--- src/rtl/dram_cmd_issuer_if.sv ---
// rtl/dram_cmd_issuer_if.sv - request, DDR4 command and completion bundle for dram_cmd_issuer
interface dram_cmd_issuer_if;
  logic        req_valid;
  logic        req_ready;
  logic [1:0]  req_op;
  logic [32:0] req_addr;
  logic        cmd_valid;
  logic [2:0]  cmd;
  logic [1:0]  cmd_bg;
  logic [1:0]  cmd_ba;
  logic [14:0] cmd_row;
  logic [10:0] cmd_col;
  logic        resp_valid;
  logic        resp_err;
  logic [1:0]  resp_op;
  logic [32:0] resp_addr;

  modport master (
    output req_valid, req_op, req_addr,
    input  req_ready, cmd_valid, cmd, cmd_bg, cmd_ba, cmd_row, cmd_col,
    input  resp_valid, resp_err, resp_op, resp_addr
  );

  modport slave (
    input  req_valid, req_op, req_addr,
    output req_ready, cmd_valid, cmd, cmd_bg, cmd_ba, cmd_row, cmd_col,
    output resp_valid, resp_err, resp_op, resp_addr
  );
endinterface

--- src/rtl/dram_cmd_issuer.sv ---
// rtl/dram_cmd_issuer.sv - in-order open-page DDR4 PRE/ACT/RD/WR issuer, one request at a time
module dram_cmd_issuer #(
  parameter int TRCD   = 24,
  parameter int TRP    = 24,
  parameter int TRAS   = 52,
  parameter int TCL    = 24,
  parameter int TCWL   = 20,
  parameter int TBURST = 4
) (
  input  logic              clock,
  input  logic              reset_n,
  dram_cmd_issuer_if.slave  bus
);

  typedef enum logic [2:0] {
    S_IDLE, S_DECODE, S_PRE, S_ACT, S_RW, S_DONE
  } state_t;

  localparam logic [2:0] CMD_ACT = 3'd1;
  localparam logic [2:0] CMD_PRE = 3'd2;
  localparam logic [2:0] CMD_RD  = 3'd3;
  localparam logic [2:0] CMD_WR  = 3'd4;

  // Counters load T-1 so the dependent command lands exactly T cycles later.
  localparam logic [8:0] L_TRCD = 9'(TRCD - 1);
  localparam logic [8:0] L_TRP  = 9'(TRP - 1);
  localparam logic [8:0] L_RD   = 9'(TCL + TBURST - 1);
  localparam logic [8:0] L_WR   = 9'(TCWL + TBURST - 1);
  localparam logic [7:0] L_TRAS = 8'(TRAS - 1);

  state_t      r_state;
  state_t      w_state_nxt;
  logic [1:0]  r_op;
  logic [32:0] r_addr;
  logic [8:0]  r_timer;
  logic [7:0]  r_tras [16];
  logic [15:0] r_open;
  logic [14:0] r_open_row [16];
  logic        r_req_ready;
  logic [1:0]  r_resp_op;
  logic [32:0] r_resp_addr;

  logic [14:0] w_row;
  logic [10:0] w_col;
  logic [1:0]  w_bg;
  logic [1:0]  w_ba;
  logic [3:0]  w_bank;
  logic        w_accept;
  logic        w_cmd_valid;
  logic [2:0]  w_cmd;
  logic [14:0] w_cmd_row;
  logic [10:0] w_cmd_col;
  logic        w_resp;
  logic        w_load_timer;
  logic [8:0]  w_timer_val;
  logic        w_do_pre;
  logic        w_do_act;

  assign w_row    = r_addr[32:18];
  assign w_col    = {r_addr[17:10], r_addr[5:3]};
  assign w_ba     = r_addr[9:8];
  assign w_bg     = r_addr[7:6];
  assign w_bank   = {w_bg, w_ba};
  assign w_accept = (r_state == S_IDLE) && bus.req_valid && r_req_ready;

  always_comb begin
    w_state_nxt  = r_state;
    w_cmd_valid  = 1'b0;
    w_cmd        = 3'd0;
    w_cmd_row    = 15'd0;
    w_cmd_col    = 11'd0;
    w_resp       = 1'b0;
    w_load_timer = 1'b0;
    w_timer_val  = 9'd0;
    w_do_pre     = 1'b0;
    w_do_act     = 1'b0;
    case (r_state)
      S_IDLE: begin
        if (w_accept) w_state_nxt = S_DECODE;
      end
      S_DECODE: begin
        if (r_op == 2'd3)                                         w_state_nxt = S_DONE;
        else if (r_open[w_bank] && (r_open_row[w_bank] == w_row)) w_state_nxt = S_RW;
        else if (r_open[w_bank])                                  w_state_nxt = S_PRE;
        else                                                      w_state_nxt = S_ACT;
      end
      S_PRE: begin
        if (r_tras[w_bank] == 8'd0) begin
          w_cmd_valid  = 1'b1;
          w_cmd        = CMD_PRE;
          w_do_pre     = 1'b1;
          w_load_timer = 1'b1;
          w_timer_val  = L_TRP;
          w_state_nxt  = S_ACT;
        end
      end
      S_ACT: begin
        if (r_timer == 9'd0) begin
          w_cmd_valid  = 1'b1;
          w_cmd        = CMD_ACT;
          w_cmd_row    = w_row;
          w_do_act     = 1'b1;
          w_load_timer = 1'b1;
          w_timer_val  = L_TRCD;
          w_state_nxt  = S_RW;
        end
      end
      S_RW: begin
        if (r_timer == 9'd0) begin
          w_cmd_valid  = 1'b1;
          w_cmd        = (r_op == 2'd1) ? CMD_WR : CMD_RD;
          w_cmd_col    = w_col;
          w_load_timer = 1'b1;
          w_timer_val  = (r_op == 2'd1) ? L_WR : L_RD;
          w_state_nxt  = S_DONE;
        end
      end
      S_DONE: begin
        if (r_timer == 9'd0) begin
          w_resp      = 1'b1;
          w_state_nxt = S_IDLE;
        end
      end
      default: w_state_nxt = S_IDLE;
    endcase
  end

  always_ff @(posedge clock or negedge reset_n) begin
    if (!reset_n) begin
      r_state     <= S_IDLE;
      r_op        <= 2'd0;
      r_addr      <= 33'd0;
      r_timer     <= 9'd0;
      r_open      <= 16'd0;
      r_req_ready <= 1'b0;
      r_resp_op   <= 2'd0;
      r_resp_addr <= 33'd0;
      for (int i = 0; i < 16; i++) begin
        r_tras[i]     <= 8'd0;
        r_open_row[i] <= 15'd0;
      end
    end else begin
      r_state     <= w_state_nxt;
      r_req_ready <= (w_state_nxt == S_IDLE);
      if (w_accept) begin
        r_op   <= bus.req_op;
        r_addr <= bus.req_addr;
      end
      if (w_load_timer)          r_timer <= w_timer_val;
      else if (r_timer != 9'd0)  r_timer <= r_timer - 9'd1;
      if (w_do_pre) r_open[w_bank] <= 1'b0;
      if (w_do_act) begin
        r_open[w_bank]     <= 1'b1;
        r_open_row[w_bank] <= w_row;
      end
      // tRAS counters run for every bank, not just the one being served.
      for (int i = 0; i < 16; i++) begin
        if (w_do_act && (4'(i) == w_bank)) r_tras[i] <= L_TRAS;
        else if (r_tras[i] != 8'd0)        r_tras[i] <= r_tras[i] - 8'd1;
      end
      if (w_resp) begin
        r_resp_op   <= r_op;
        r_resp_addr <= r_addr;
      end
    end
  end

  assign bus.req_ready  = r_req_ready;
  assign bus.cmd_valid  = w_cmd_valid;
  assign bus.cmd        = w_cmd;
  assign bus.cmd_bg     = w_cmd_valid ? w_bg : 2'd0;
  assign bus.cmd_ba     = w_cmd_valid ? w_ba : 2'd0;
  assign bus.cmd_row    = w_cmd_row;
  assign bus.cmd_col    = w_cmd_col;
  assign bus.resp_valid = w_resp;
  assign bus.resp_err   = w_resp && (r_op == 2'd3);
  assign bus.resp_op    = w_resp ? r_op   : r_resp_op;
  assign bus.resp_addr  = w_resp ? r_addr : r_resp_addr;

endmodule

--- src/flat_wrapper.sv ---
// flat-port wrapper written by rule: the top's interface ports become plain ports
module dram_cmd_issuer_flat 
#(
  parameter int TRCD   = 24,
  parameter int TRP    = 24,
  parameter int TRAS   = 52,
  parameter int TCL    = 24,
  parameter int TCWL   = 20,
  parameter int TBURST = 4
)
  (clock, reset_n, bus_req_valid, bus_req_op, bus_req_addr, bus_req_ready, bus_cmd_valid, bus_cmd, bus_cmd_bg, bus_cmd_ba, bus_cmd_row, bus_cmd_col, bus_resp_valid, bus_resp_err, bus_resp_op, bus_resp_addr);
  dram_cmd_issuer_if bus_i ();
  input  logic clock;
  input  logic reset_n;
  input wire logic [$bits(bus_i.req_valid)-1:0] bus_req_valid;
  input wire logic [$bits(bus_i.req_op)-1:0] bus_req_op;
  input wire logic [$bits(bus_i.req_addr)-1:0] bus_req_addr;
  output wire logic [$bits(bus_i.req_ready)-1:0] bus_req_ready;
  output wire logic [$bits(bus_i.cmd_valid)-1:0] bus_cmd_valid;
  output wire logic [$bits(bus_i.cmd)-1:0] bus_cmd;
  output wire logic [$bits(bus_i.cmd_bg)-1:0] bus_cmd_bg;
  output wire logic [$bits(bus_i.cmd_ba)-1:0] bus_cmd_ba;
  output wire logic [$bits(bus_i.cmd_row)-1:0] bus_cmd_row;
  output wire logic [$bits(bus_i.cmd_col)-1:0] bus_cmd_col;
  output wire logic [$bits(bus_i.resp_valid)-1:0] bus_resp_valid;
  output wire logic [$bits(bus_i.resp_err)-1:0] bus_resp_err;
  output wire logic [$bits(bus_i.resp_op)-1:0] bus_resp_op;
  output wire logic [$bits(bus_i.resp_addr)-1:0] bus_resp_addr;
  assign bus_i.req_valid = bus_req_valid;
  assign bus_i.req_op = bus_req_op;
  assign bus_i.req_addr = bus_req_addr;
  assign bus_req_ready = bus_i.req_ready;
  assign bus_cmd_valid = bus_i.cmd_valid;
  assign bus_cmd = bus_i.cmd;
  assign bus_cmd_bg = bus_i.cmd_bg;
  assign bus_cmd_ba = bus_i.cmd_ba;
  assign bus_cmd_row = bus_i.cmd_row;
  assign bus_cmd_col = bus_i.cmd_col;
  assign bus_resp_valid = bus_i.resp_valid;
  assign bus_resp_err = bus_i.resp_err;
  assign bus_resp_op = bus_i.resp_op;
  assign bus_resp_addr = bus_i.resp_addr;
  dram_cmd_issuer #(.TRCD(TRCD), .TRP(TRP), .TRAS(TRAS), .TCL(TCL), .TCWL(TCWL), .TBURST(TBURST)) u_core (.clock(clock), .reset_n(reset_n), .bus(bus_i));
endmodule
--- config.mk ---
export PLATFORM = sky130hd
export DESIGN_NAME = dram_cmd_issuer_flat
export DESIGN_NICKNAME = d
export VERILOG_FILES = /design/src/rtl/dram_cmd_issuer_if.sv /design/src/rtl/dram_cmd_issuer.sv /design/src/flat_wrapper.sv
export SDC_FILE = /design/constraint.sdc
export NUM_CORES = 1
export LEC_CHECK = 0
export ABC_AREA = 1
export CAP_MARGIN = 20
export CELL_PAD_IN_SITES_DETAIL_PLACEMENT = 0
export CELL_PAD_IN_SITES_GLOBAL_PLACEMENT = 1
export CORE_MARGIN = 5
export CORE_UTILIZATION = 45
export CTS_BUF_LIST = sky130_fd_sc_hd__clkbuf_4 sky130_fd_sc_hd__clkbuf_8 sky130_fd_sc_hd__clkbuf_16
export DETAILED_ROUTE_END_ITERATION = 8
export HOLD_SLACK_MARGIN = 0.06
export MAX_ROUTING_LAYER = met4
export PLACE_DENSITY = 0.8
export SKIP_LAST_GASP = 1
export SLEW_MARGIN = 20
export SYNTH_ARGS = -nofsm -noshare
export SYNTH_HDL_FRONTEND = slang
export SYNTH_SLANG_ARGS = --single-unit
export TNS_END_PERCENT = 20
--- constraint.sdc ---
create_clock -name clock -period 2.89 [get_ports clock]
set_input_delay 0.578 -clock clock [delete_from_list [all_inputs] [get_ports clock]]
set_output_delay 0.578 -clock clock [all_outputs]
set_load 0.02 [all_outputs]
==> summary.md <==
| Metric | Value |
|---|---|
| Period minus WS final | roughly 3.1 ns |
| Wire per inst | between 15 and 20 microns |
| Seq/Total Area, Yosys | 0.5249 |
| Hold WC Path Type | flop to flop |
| Ys flop type | dfrtp_1 |
| Fin crit share | 1.086 |
| RSZ-0062 raised after global routing | yes |
| Post-route cell area | 28,220 sq um |
| YS warnings | 0 |
| Die X | 232.4 microns |
| GRT Total Usage | 0.2503 |
| Drt initial violations | approximately 1,500 |
| Num Clock Sinks | ~470 |
| LEAKAGE | 15.51 nW |
| PD cells | 484.1 nW/um^2 |
| Most common cell after layout, fill and taps aside | nand2_1 |
| Largest net degree at the start of global routing | 74 |
| Final setup vio count | 74 |
| Area after DPL | 25,460 sq um |
| Reg clk slew, reported paths | 0.06 ns |
| Total of max-cap violations | 0 |
| Die area | 54,030 sq um |
| DRT Pass-1 Iters | 7 |
| Crit path launch type | flop |
| Area Overhead vs Synth | 26.74% |
| Max Clock Skew | 0.02885 ns |
| CTS tree | built |
| Worst-margin pin slew | 0.8889 ns |
| DRC viols | 0 |
| Syn Area/Cell | around 7.7 sq um |
| Row count | 81 |
| Antenna violations before repair | 0 |
| CTS root buf | clkbuf_16 |
| Share of cells above drive strength 1 | 0.1774 |
| Die Y | 232.4 microns |
| First-pass GRT wire length | 105,000 microns |
| Io pins | 110 |
| Hold WS | 0.4822 ns |
| Crit path required time | 2.31 ns |
| Longest Clk Path Bufs | 3 |
| Area of the mapped netlist | 22,270 sq um |
| Core Util, Final | 0.5765 |
| Slew Limit Fails | 0 |
| Cell count after synthesis | approximately 2,900 |
| H-tree depth | 2 |
| Via density | 5.129 |
| Post-Syn Nets | roughly 3,000 |
| Setup Crit Path Kind | flop to output pin |
| F_max | 0.3187 GHz |
| Number of synthesized flops with an enable pin | 0 |
| N_diodes | 0 |
| Clk_lat worst skew | between 0.6 and 0.7 ns |
| Routed vias | 20,040 |
| CP Capture Type | output pin |
| Placer Congestion | 0.8629 |
| Final hold violations | 0 |
| WL final | about 67,000 microns |
| Crit path DAT | 2.56 ns |
| Netlist cell types | between 40 and 50 |
| Post-detail-place hpwl | 42,860 microns |
| Max FO, Critical Path | 7 |
| Post-synth ARST share | 1.000 |
| Vias in the first global route | around 20,000 |
| Nets@finish | 3,259 |
| Most frequent cells in the layout | nand2_1, dfrtp_1, o21ai_0 |
| Synthesized flop and latch total | 467 |
| Min setup slack post-route | -0.2482 ns |
| Worst vdd ir | 473.3 uV |
| Power, Total | 13.66 mW |
| IO buf count | 109 |
| Grt ovf | 0 |
| Post-route ant nets | 0 |
| Cts bufs inserted | 52 |
| Failing checks | negative setup slack |
| Dpl ws | -0.5416 ns |
| Initial Util | 0.4548 |
| Status | complete, but fails checks |
| Core outline area | 48,950 sq um |
| Max-slew headroom | 0.4074 |
## cells by family (layout without fill, tap and decap cells)
logic type                 count (synthesis)  in the layout  synth area share
and+or+nand+nor                         1498           1498            0.2643
AOI/OAI and AO/OA                        484            484            0.1140
DFF                                      467            467            0.5249
buffers and inverters                    401            739           0.07215
xor gates and xnor gates                  32             32           0.01259
adders and majority gates                 17             17          0.009553
muxes                                      5              5          0.002529
## area by class of cell
cell class,instances,area [sq um]
inverter,251,955.9
timing repair buffer,396,3550
clock inverter,19,255.2
tap,664,830.8
clock buffer,73,1520
fill,4533,20730
sequential,467,11690
multi-input combinational,2036,9417
## stage by stage
step / TNS [ns] / cells
floorplan: 0 / 2904
CTS: -16.39 / 3880
finish: -11.72 / 3906
global route: -27.66 / 3906
detailed placement: -4.662 / 3762
global placement: -3.488 / 3762
## worst max-delay path, cell delays in order, from the launching register on
cell and delay (ns):
dfrtp_1 0.38, inv_2 0.09, ha_4 0.14, nand2_4 0.05, nor2_4 0.12, nand2_2 0.09, nor2_4 0.23, nand2_8 0.17
buf_12 0.20, clkinvlp_4 0.12, dlygate4sd2_1 0.34
## cell usage after synthesis (2+ instances only)
cell	n	area, sq um
a211o_1	4	35.03
a31oi_1	6	37.54
nand4_1	13	81.33
nand3_1	72	360.4
o31ai_1	5	37.54
nor3_1	39	195.2
a211oi_1	4	30.03
xor2_1	18	157.7
nor2_2	10	62.56
o22ai_1	4	25.02
a21oi_1	49	245.2
nor2_1	225	844.6
nor2_4	2	22.52
o211ai_1	18	135.1
xnor2_1	14	122.6
nand2_1	1121	4208
mux2_2	5	56.30
ha_1	17	212.7
buf_4	5	37.54
inv_1	240	900.9
dfrtp_1	467	11690
inv_2	9	33.78
buf_1	9	33.78
buf_2	36	180.2
a21o_1	3	22.52
nor3b_1	2	15.01
or2_2	8	50.05
o21ai_1	22	110.1
buf_6	5	56.30
clkinv_1	2	7.510
o21ai_0	365	1827
or4_1	2	15.01
clkbuf_1	95	356.6
## layer usage
| metal | vias up | global-route usage | routed length [microns] |
|---|---|---|---|
| met1 | 9765 | 0.3199 | 29410 |
| met3 | 121 | 0.03368 | 2892 |
| met5 | - | - | 0 |
| met4 | 0 | 0.08272 | 2052 |
| li1 | 9734 | - | - |
| met2 | 415 | 0.4162 | 32680 |
## power breakdown
group	total [mW]	internal (mW)	switching, mW
registers	6.54	6.54	0
clock network	6.91	4.19	2.72
logic	0.210	0.0634	0.146
## state kept, by name (all words and copies together) (netlist names), named ones only
name / flops
u_core.bus.req_ready: 1
u_core.r_addr: 33
u_core.r_op: 2
u_core.r_open: 11
u_core.r_open_row: 240
u_core.r_resp_addr: 33
u_core.r_resp_op: 2
u_core.r_state: 3
u_core.r_timer: 9
u_core.r_tras: 128
## what timing repair did
item / 4_1_cts / 5_1_grt
resized for setup: 311 / 249
gates cloned: 4 / 3
endpoints found under the setup margin: 91 / 210
hold endpoints to repair: 62 / 0
pin swaps: 15 / 10
hold buffers: 1 / 0
setup buffers: 21 / 23
## final timing paths
check,startpoint,to,slack (ns),cells after the start
worst max-delay path,u_core.r_timer[0],bus_resp_valid,-0.25,10
worst min-delay path,u_core.r_open_row[105],u_core.r_open_row[105],0.48,2
worst max register to register,u_core.r_timer[0],u_core.r_tras[56],-0.06,15
worst min register to register,u_core.r_open_row[105],u_core.r_open_row[105],0.48,2
max in group asynchronous,reset_n,u_core.r_open_row[171],1.39,3
min in group asynchronous,reset_n,u_core.r_open_row[121],0.59,2
(Power assumes the default switching activity.)
